==> src/rtl/gpr_pkg.sv <==
// Shared constants and helpers for the gpr_sb register file and its scoreboard.
package gpr_pkg;

   // Index of the hardwired-zero register.
   localparam int ZERO_REG = 0;

   // Number of registers addressed by an index of the given width.
   function automatic int gpr_depth(input int addr_width);
      return 1 << addr_width;
   endfunction

   // Low bit of field 'port' in a packed bus of 'width'-bit fields.
   function automatic int port_lsb(input int port, input int width);
      return port * width;
   endfunction

endpackage

==> src/rtl/gpr_sb_if.sv <==
// Bus between decode/writeback (master) and the gpr_sb register file (slave).
//
// Issue handshake: an issue transfers on a rising clk edge when
// issue_valid && issue_ready. issue_ready is combinational from issue_rd,
// wen/waddr and the busy state; issue_valid must not depend on issue_ready,
// and wen must not be derived from issue_ready.
interface gpr_sb_if #(
   parameter int ADDR_WIDTH = 5,
   parameter int DATA_WIDTH = 32,
   parameter int NREAD      = 2
);
   logic [NREAD*ADDR_WIDTH-1:0] raddr;
   logic [NREAD*DATA_WIDTH-1:0] rdata;
   logic [NREAD-1:0]            rbusy;
   logic                        wen;
   logic [ADDR_WIDTH-1:0]       waddr;
   logic [DATA_WIDTH-1:0]       wdata;
   logic                        issue_valid;
   logic [ADDR_WIDTH-1:0]       issue_rd;
   logic                        issue_ready;
   logic                        flush;

   modport master (
      output raddr, wen, waddr, wdata, issue_valid, issue_rd, flush,
      input  rdata, rbusy, issue_ready
   );

   modport slave (
      input  raddr, wen, waddr, wdata, issue_valid, issue_rd, flush,
      output rdata, rbusy, issue_ready
   );
endinterface

==> src/rtl/gpr_scoreboard.sv <==
// Per-register busy scoreboard: tracks one outstanding producer per register,
// gates issue, and answers busy lookups for every read port.
module gpr_scoreboard
   import gpr_pkg::*;
#(
   parameter int ADDR_WIDTH = 5,
   parameter int NREAD      = 2,
   parameter int BYPASS     = 1
) (
   input  logic                        clk,
   input  logic                        rst,
   input  logic                        flush,
   input  logic                        issue_valid,
   input  logic [ADDR_WIDTH-1:0]       issue_rd,
   output logic                        issue_ready,
   input  logic                        wen,
   input  logic [ADDR_WIDTH-1:0]       waddr,
   input  logic [NREAD*ADDR_WIDTH-1:0] lookup_addr,
   output logic [NREAD-1:0]            lookup_busy
);

   localparam int                    DEPTH    = gpr_depth(ADDR_WIDTH);
   localparam logic [ADDR_WIDTH-1:0] ZERO_IDX = ADDR_WIDTH'(ZERO_REG);

   logic [DEPTH-1:0] busy;
   logic             wr_live;
   logic             issue_acc;

   // x0 is never written, so its busy bit stays 0 and issue to x0 is always ready.
   assign wr_live     = wen && (waddr != ZERO_IDX);
   assign issue_ready = !busy[issue_rd] || (wen && (waddr == issue_rd));
   assign issue_acc   = issue_valid && issue_ready && (issue_rd != ZERO_IDX);

   // Busy update: flush beats issue, issue beats the clearing write (later assignment wins).
   always_ff @(posedge clk or negedge rst) begin
      if (!rst) begin
         busy <= '0;
      end else if (flush) begin
         busy <= '0;
      end else begin
         if (wr_live) begin
            busy[waddr] <= 1'b0;
         end
         if (issue_acc) begin
            busy[issue_rd] <= 1'b1;
         end
      end
   end

   // Busy lookups; with BYPASS a same-cycle write shows its register as already free.
   always_comb begin
      lookup_busy = '0;
      for (int i = 0; i < NREAD; i++) begin
         if ((BYPASS != 0) && wr_live &&
             (waddr == lookup_addr[port_lsb(i, ADDR_WIDTH) +: ADDR_WIDTH])) begin
            lookup_busy[i] = 1'b0;
         end else begin
            lookup_busy[i] = busy[lookup_addr[port_lsb(i, ADDR_WIDTH) +: ADDR_WIDTH]];
         end
      end
   end

endmodule

==> src/rtl/gpr_sb.sv <==
// Register file with NREAD combinational read ports, one write port,
// optional write-to-read bypass, hardwired-zero x0 and a busy scoreboard.
module gpr_sb
   import gpr_pkg::*;
#(
   parameter int ADDR_WIDTH = 5,
   parameter int DATA_WIDTH = 32,
   parameter int NREAD      = 2,
   parameter int BYPASS     = 1
) (
   input  logic     clk,
   input  logic     rst,
   gpr_sb_if.slave  bus
);

   localparam int                    DEPTH    = gpr_depth(ADDR_WIDTH);
   localparam logic [ADDR_WIDTH-1:0] ZERO_IDX = ADDR_WIDTH'(ZERO_REG);

   logic [DATA_WIDTH-1:0]       rf [DEPTH];
   logic [NREAD*DATA_WIDTH-1:0] rdata_all;
   logic                        wr_live;

   // Writes to x0 are dropped here; rf[0] therefore stays at its reset value of 0.
   assign wr_live = bus.wen && (bus.waddr != ZERO_IDX);

   // Data array: cleared asynchronously, written on the rising edge.
   always_ff @(posedge clk or negedge rst) begin
      if (!rst) begin
         for (int r = 0; r < DEPTH; r++) begin
            rf[r] <= '0;
         end
      end else if (wr_live) begin
         rf[bus.waddr] <= bus.wdata;
      end
   end

   // Read muxes with optional same-cycle forwarding of the write data.
   always_comb begin
      rdata_all = '0;
      for (int i = 0; i < NREAD; i++) begin
         if ((BYPASS != 0) && wr_live &&
             (bus.waddr == bus.raddr[port_lsb(i, ADDR_WIDTH) +: ADDR_WIDTH])) begin
            rdata_all[port_lsb(i, DATA_WIDTH) +: DATA_WIDTH] = bus.wdata;
         end else begin
            rdata_all[port_lsb(i, DATA_WIDTH) +: DATA_WIDTH] =
               rf[bus.raddr[port_lsb(i, ADDR_WIDTH) +: ADDR_WIDTH]];
         end
      end
   end

   assign bus.rdata = rdata_all;

   gpr_scoreboard #(
      .ADDR_WIDTH (ADDR_WIDTH),
      .NREAD      (NREAD),
      .BYPASS     (BYPASS)
   ) u_scoreboard (
      .clk         (clk),
      .rst         (rst),
      .flush       (bus.flush),
      .issue_valid (bus.issue_valid),
      .issue_rd    (bus.issue_rd),
      .issue_ready (bus.issue_ready),
      .wen         (bus.wen),
      .waddr       (bus.waddr),
      .lookup_addr (bus.raddr),
      .lookup_busy (bus.rbusy)
   );

endmodule

==> src/flat_wrapper.sv <==
// flat-port wrapper written by rule: the top's interface ports become plain ports
module gpr_sb_flat import gpr_pkg::*;
#(
   parameter int ADDR_WIDTH = 5,
   parameter int DATA_WIDTH = 32,
   parameter int NREAD      = 2,
   parameter int BYPASS     = 1
)
  (clk, rst, bus_raddr, bus_wen, bus_waddr, bus_wdata, bus_issue_valid, bus_issue_rd, bus_flush, bus_rdata, bus_rbusy, bus_issue_ready);
  gpr_sb_if #(.ADDR_WIDTH(ADDR_WIDTH), .DATA_WIDTH(DATA_WIDTH), .NREAD(NREAD)) bus_i ();
  input  logic clk;
  input  logic rst;
  input wire logic [$bits(bus_i.raddr)-1:0] bus_raddr;
  input wire logic [$bits(bus_i.wen)-1:0] bus_wen;
  input wire logic [$bits(bus_i.waddr)-1:0] bus_waddr;
  input wire logic [$bits(bus_i.wdata)-1:0] bus_wdata;
  input wire logic [$bits(bus_i.issue_valid)-1:0] bus_issue_valid;
  input wire logic [$bits(bus_i.issue_rd)-1:0] bus_issue_rd;
  input wire logic [$bits(bus_i.flush)-1:0] bus_flush;
  output wire logic [$bits(bus_i.rdata)-1:0] bus_rdata;
  output wire logic [$bits(bus_i.rbusy)-1:0] bus_rbusy;
  output wire logic [$bits(bus_i.issue_ready)-1:0] bus_issue_ready;
  assign bus_i.raddr = bus_raddr;
  assign bus_i.wen = bus_wen;
  assign bus_i.waddr = bus_waddr;
  assign bus_i.wdata = bus_wdata;
  assign bus_i.issue_valid = bus_issue_valid;
  assign bus_i.issue_rd = bus_issue_rd;
  assign bus_i.flush = bus_flush;
  assign bus_rdata = bus_i.rdata;
  assign bus_rbusy = bus_i.rbusy;
  assign bus_issue_ready = bus_i.issue_ready;
  gpr_sb #(.ADDR_WIDTH(ADDR_WIDTH), .DATA_WIDTH(DATA_WIDTH), .NREAD(NREAD), .BYPASS(BYPASS)) u_core (.clk(clk), .rst(rst), .bus(bus_i));
endmodule
==> config.mk <==
export PLATFORM = sky130hd
export DESIGN_NAME = gpr_sb_flat
export DESIGN_NICKNAME = d
export VERILOG_FILES = /design/src/rtl/gpr_pkg.sv /design/src/rtl/gpr_sb_if.sv /design/src/rtl/gpr_scoreboard.sv /design/src/rtl/gpr_sb.sv /design/src/flat_wrapper.sv
export SDC_FILE = /design/constraint.sdc
export NUM_CORES = 2
export LEC_CHECK = 0
export ABC_CLOCK_PERIOD_IN_PS = 7000
export CORE_MARGIN = 5
export CORE_UTILIZATION = 30
export CTS_BUF_LIST = sky130_fd_sc_hd__clkbuf_4 sky130_fd_sc_hd__clkbuf_8
export DETAILED_ROUTE_END_ITERATION = 7
export SYNTH_ARGS = -nofsm -noshare
export SYNTH_HDL_FRONTEND = slang
export SYNTH_SLANG_ARGS = --single-unit
==> constraint.sdc <==
create_clock -name clk -period 7 [get_ports clk]
set_clock_uncertainty 0.1 [all_clocks]
set_input_delay 1.4 -clock clk [delete_from_list [all_inputs] [get_ports clk]]
set_output_delay 1.4 -clock clk [all_outputs]
set_load 0.05 [all_outputs]
## Yosys cells after proc, flatten, opt, wreduce, memory -nomap -nowiden

Index checks and enable logic that the tools add are counted.

| cells by class | value |
|---|---|
| magnitude comparators | 10 |
| shift operators | 0 |
| bitwise logic cells | 6 |
| reduce and logical (&&, ||, !) cells | 13 |
| eq/ne operators | 3 |
| div/mod/pow operators | 0 |
| multipliers | 0 |
| mux-type cells | 27 |
| $add $sub $neg | 0 |

Operator list:

| kind | count |
|---|---|
| $bwmux 1024 | 1 |
| $mux 32 | 11 |
| $bmux 32 s5 | 2 |
| $demux 32 s5 | 1 |
| $and 32x32->32 | 1 |
| $not 32->32 | 1 |
| $or 32x32->32 | 1 |
| $lt 5x6->1 const B | 4 |
| $ge 6x6->1 const B | 3 |
| $not 5->6 | 3 |
| $bmux 1 s5 | 3 |
| $eq 5x5->1 | 3 |
| $demux 1 s5 | 2 |
| $ge 5x1->1 const B | 2 |
| $reduce_bool 5->1 | 2 |
| $logic_and 1x1->1 | 9 |
| $mux 1 | 7 |
| $lt 6x1->1 const B | 1 |
| $logic_not 1->1 | 1 |
| $logic_or 1x1->1 | 1 |

| word-level totals | value |
|---|---|
| bits in writable memories | 0 |
| latch bits | 0 |
| ROM bits | 0 |
| register bits after elaboration | 1056 |
| memories kept | 0 |
| logic and storage cells | 92 |

## Logic depth before layout (Yosys ltp)

| depth | value |
|---|---|
| depth in word-level cells | 11 |
| depth in mapped cells | 10 |
| mapped depth without buffers | 6 |

## Cells and area by module

A second synthesis with hierarchy kept.

| unflattened totals | value |
|---|---|
| cells, all modules | 3726 |
| area total of the unflattened synthesis | 56565.5 um2 |

By module, submodules not included:

| module | cells an instance | times used | area each (um2) | sequential area each (um2) |
|---|---|---|---|---|
| gpr_sb | 3433 | 1 | 53732.8 | 25624.6 |
| gpr_scoreboard | 293 | 1 | 2832.7 | 800.8 |

## Worst setup path before layout

Ideal clock, no wire load.

| path | value |
|---|---|
| kind | input to output |
| from | input port bus_raddr[3] |
| to | output port bus_rdata[0] |
| stages | 7 |
| data required time | 5500 ps |
| setup slack | 1700 ps |
| path buffers | 3 |
| arrival time | 3800 ps |
| path through | buf_4 or3b_2 clkbuf_1 clkbuf_1 o22ai_1 or4_1 o21ai_0 |

| on the way | value |
|---|---|
| cells in the longest elaborated chain, start to end | 5 |
| elaborated cells between the ends (all ways) | 7 |

RTL lines:

| element | line | text |
|---|---|---|
| from (decl) | flat_wrapper.sv:13 | `input wire logic [$bits(bus_i.raddr)-1:0] bus_raddr;` |
| $not 5->6 (not written as such) | gpr_sb.sv:46 | `rf[bus.raddr[port_lsb(i, ADDR_WIDTH) +: ADDR_WIDTH]];` |
| $bmux 32 s5 | gpr_sb.sv:46 |  |
| $mux 32 (not written as such) (2 in series) | gpr_sb.sv:46 |  |
| $mux 32 * | gpr_sb.sv:41 | `if ((BYPASS != 0) && wr_live &&` |
| to (decl) | flat_wrapper.sv:20 | `output wire logic [$bits(bus_i.rdata)-1:0] bus_rdata;` |

Every way passes the cells marked *; elsewhere a longest branch is shown, timed or not. The select of a mux whose other input is x is not followed.

## Worst setup path after layout

| path | value |
|---|---|
| from | input port bus_raddr[7] |
| to | output port bus_rdata[43] |

Same word-level chain as after synthesis.

==> out/metrics.cfg <==
[yosys]
synthCells=3684
synth.distinct_cells=44
yosys.area.top_type=dfrtp_1
postSynthAreaPerCell_um2=15.2
synth_nets=3741
synth_edf_count=0
synth_common_cells=dfrtp_1 (1056), mux2_2 (992), mux4_2 (519)
seq_area_frac_synth=0.472
synthTopCellsByArea=dfrtp_1 (47%), mux4_2 (21%), mux2_2 (20%)
post_synth_instance_area_mm2=0.0560
ys_dominant_reg_cell=dfrtp_1
synthArstFlopShare=1.00
yosysMostFrequentCell=dfrtp_1
synth_top_family_by_area=multiplexers
synth_xor_area_frac=0.00234
yosysTopAreaCellShare=0.472
synthAdderAreaFrac=0
synth_compound_area_frac=0.0403
muxShareOfSynthArea=0.417
ys_ff_latch=1056
yosys.area_share.simple=0.0274
yosysWarnings=0

[sta]
slew_headroom=0.115
worst_slew_pin_slew_ns=1.32
period_share=0.895
max_clock_freq_mhz=160
hold_violations=0
report.final.slew_viol_count=0
tns_ns=0
grt_setup_unrepaired=false
setup_violations=0
period_needed_ns=6.27

[clock_network]
post-cts-setup-buffers=0
numCtsBuffers=176
insertion_delay_ns=0.89
root_buffer=clkbuf_8
htreeDepth=4
clkTransAtPathRegs_ns=0.06
ctsResizeCount=0
clock-sinks=1056
tritoncts=yes
cts_hold_buf=0
clock_path_buffers=3

[route]
routed_wirelength_um=180000
drc=0
vias=35536
drt-initial-drc-count=3137
viasPerCell=5.64
ant_nets=0
dr.pass1.iters=5
avgRoutedWirePerCell_um=28.6

[floorplanning]
coreArea_mm2=0.186
die_h_um=442
pin_count=124
die_w_um=442
initial_core_util=0.302
die_area_mm2=0.196
placementRows=158

[setup_path]
critical_path.startpoint_type=input pin
crit_fanout=13
worstPathArrival_ns=4.77
cp_num_buf_inv=4
critPathTopFamily=buffers and inverters
max_stage_delay_ns=0.89
crit_required_ns=5.50
worstPathCellList=clkdlybuf4s50_1, nor2_1, nand2_2, buf_4, buf_4, o22ai_1, or4_1, o21ai_0, buf_12
r2r_start=u_core.u_scoreboard.busy[7]
reg2reg_depth=6
crit_top_cell=buf_4
end_kind=output pin
cpMaxStageDelayCell=clkdlybuf4s50_1
reg2reg_slack_ns=4.62
reg2reg_to=u_core.u_scoreboard.busy[30]
worstSetupPathType=in -> out

[cells_and_area]
drive_above_1_share=0.546
final_nets=3724
final_util=0.344
area_delta_synth_final_pct=13.9

[place]
hpwlAfterDp_um=105000
gp_congestion=0.774
portBuffers=123

[hold_path]
hold-path-cell-count=0
hold_end=u_core.rf[1008]
hold_path.class=reg -> reg
hold_start=u_core.rf[1008]

[grt]
grt_use_total=0.181
grt_pass1_wl_um=264000
grt_antenna_before_repair=7
grt_max_degree=187
grt_pass1_vias=37195
grt_overflow=0

[power]
leakagePower_nw=26.7
vdd_drop_max_mv=0.207
power_density_mw_per_mm2=281

[status]
outcome=complete, no violations

[flow_run]
max_cap_viol_count=0

[power by group]
part	total (W)	internal (W)	switching, W
combinational	0.00374	0.00217	0.00157
clock	0.00618	0.00348	0.00270
sequential	0.00802	0.00723	0.000782
total	0.0179	0.0129	0.00505
[worst register-to-register path, cell delays in order, from the launching register on]
cell and delay [ns]:
dfrtp_1 0.39, mux2i_1 0.10, o32ai_1 0.27, a22oi_1 0.11, nand4_1 0.11, and2_1 0.90
o32ai_1 0.25
[cells by family (layout without fill, tap and decap cells)]
kind of cell,count (synthesis),count (layout)
muxes,1542,1542
DFF,1056,1056
buffers and inverters,440,569
AOI/OAI and AO/OA,364,364
and+or+nand+nor,267,267
xor gates and xnor gates,15,15
other,0,4
[cells in the final DEF (no fill, tap or decap), types with 50 or more instances in the layout]
cell type | Yosys | final
mux4_2 | 519 | 519
o22ai_1 | 262 | 262
nand2_1 | 88 | 74
clkbuf_8 | 0 | 236
buf_4 | 13 | 130
buf_12 | 5 | 55
o21ai_0 | 64 | 63
clkbuf_4 | 0 | 50
clkdlybuf4s50_1 | 0 | 53
dfrtp_1 | 1056 | 1056
mux2_2 | 992 | 992
or4_1 | 64 | 64
[how the worst max path moves through the flow]
| stage | from | endpoint | slack [ns] | cells past startpoint |
|---|---|---|---|---|
| 2_1_floorplan | bus_raddr[3] | bus_rdata[0] | 1.70 | 7 |
| 3_3_place_gp | bus_raddr[7] | bus_rdata[63] | 0.60 | 7 |
| 3_5_place_dp | bus_raddr[7] | bus_rdata[43] | 0.74 | 9 |
| 4_1_cts | bus_raddr[7] | bus_rdata[43] | 0.72 | 9 |
| 5_1_grt | bus_raddr[7] | bus_rdata[56] | 0.60 | 8 |
| 6_report | bus_raddr[7] | bus_rdata[43] | 0.73 | 9 |
[stage by stage]
step | hold slack (ns) | power (W) | cell area, um2 | setup slack, ns | instances
after CTS | 0.297 | 0.0181 | 63800 | 0.716 | 6293
final | 0.293 | 0.0179 | 63800 | 0.733 | 6297
after global placement | 0.276 | 0.0117 | 59800 | 0.598 | 5969
after detailed placement | 0.283 | 0.0119 | 59800 | 0.745 | 5969
after global routing | 0.304 | 0.0187 | 63800 | 0.599 | 6295
after floorplan | 0.341 | 0.0107 | 56000 | 1.70 | 3684
[area by class of cell]
type | count | area (um2)
diodes | 4 | 10.0
clock buffers | 286 | 3620
clock inverters | 38 | 399
fillers | 17766 | 122000
inverters | 2 | 7.51
multi-input cells | 2188 | 27600
flip-flops and latches | 1056 | 26400
well taps | 2480 | 3100
repair buffers | 243 | 2680
[registers in the layout, summed over array words and instances, names as in the netlist]
register,count
u_core.rf,1024
u_core.u_scoreboard.busy,32
[layer usage]
| layer | global-route usage | vias up | part of all wire |
|---|---|---|---|
| li1 | - | 14469 | - |
| met2 | 0.314 | 1247 | 0.51 |
| met1 | 0.228 | 19466 | 0.40 |
| met4 | 0.0676 | 0 | 0.038 |
| met3 | 0.0280 | 354 | 0.052 |
| met5 | 0 | - | 0 |
Power figures use the tool's default switching activity.
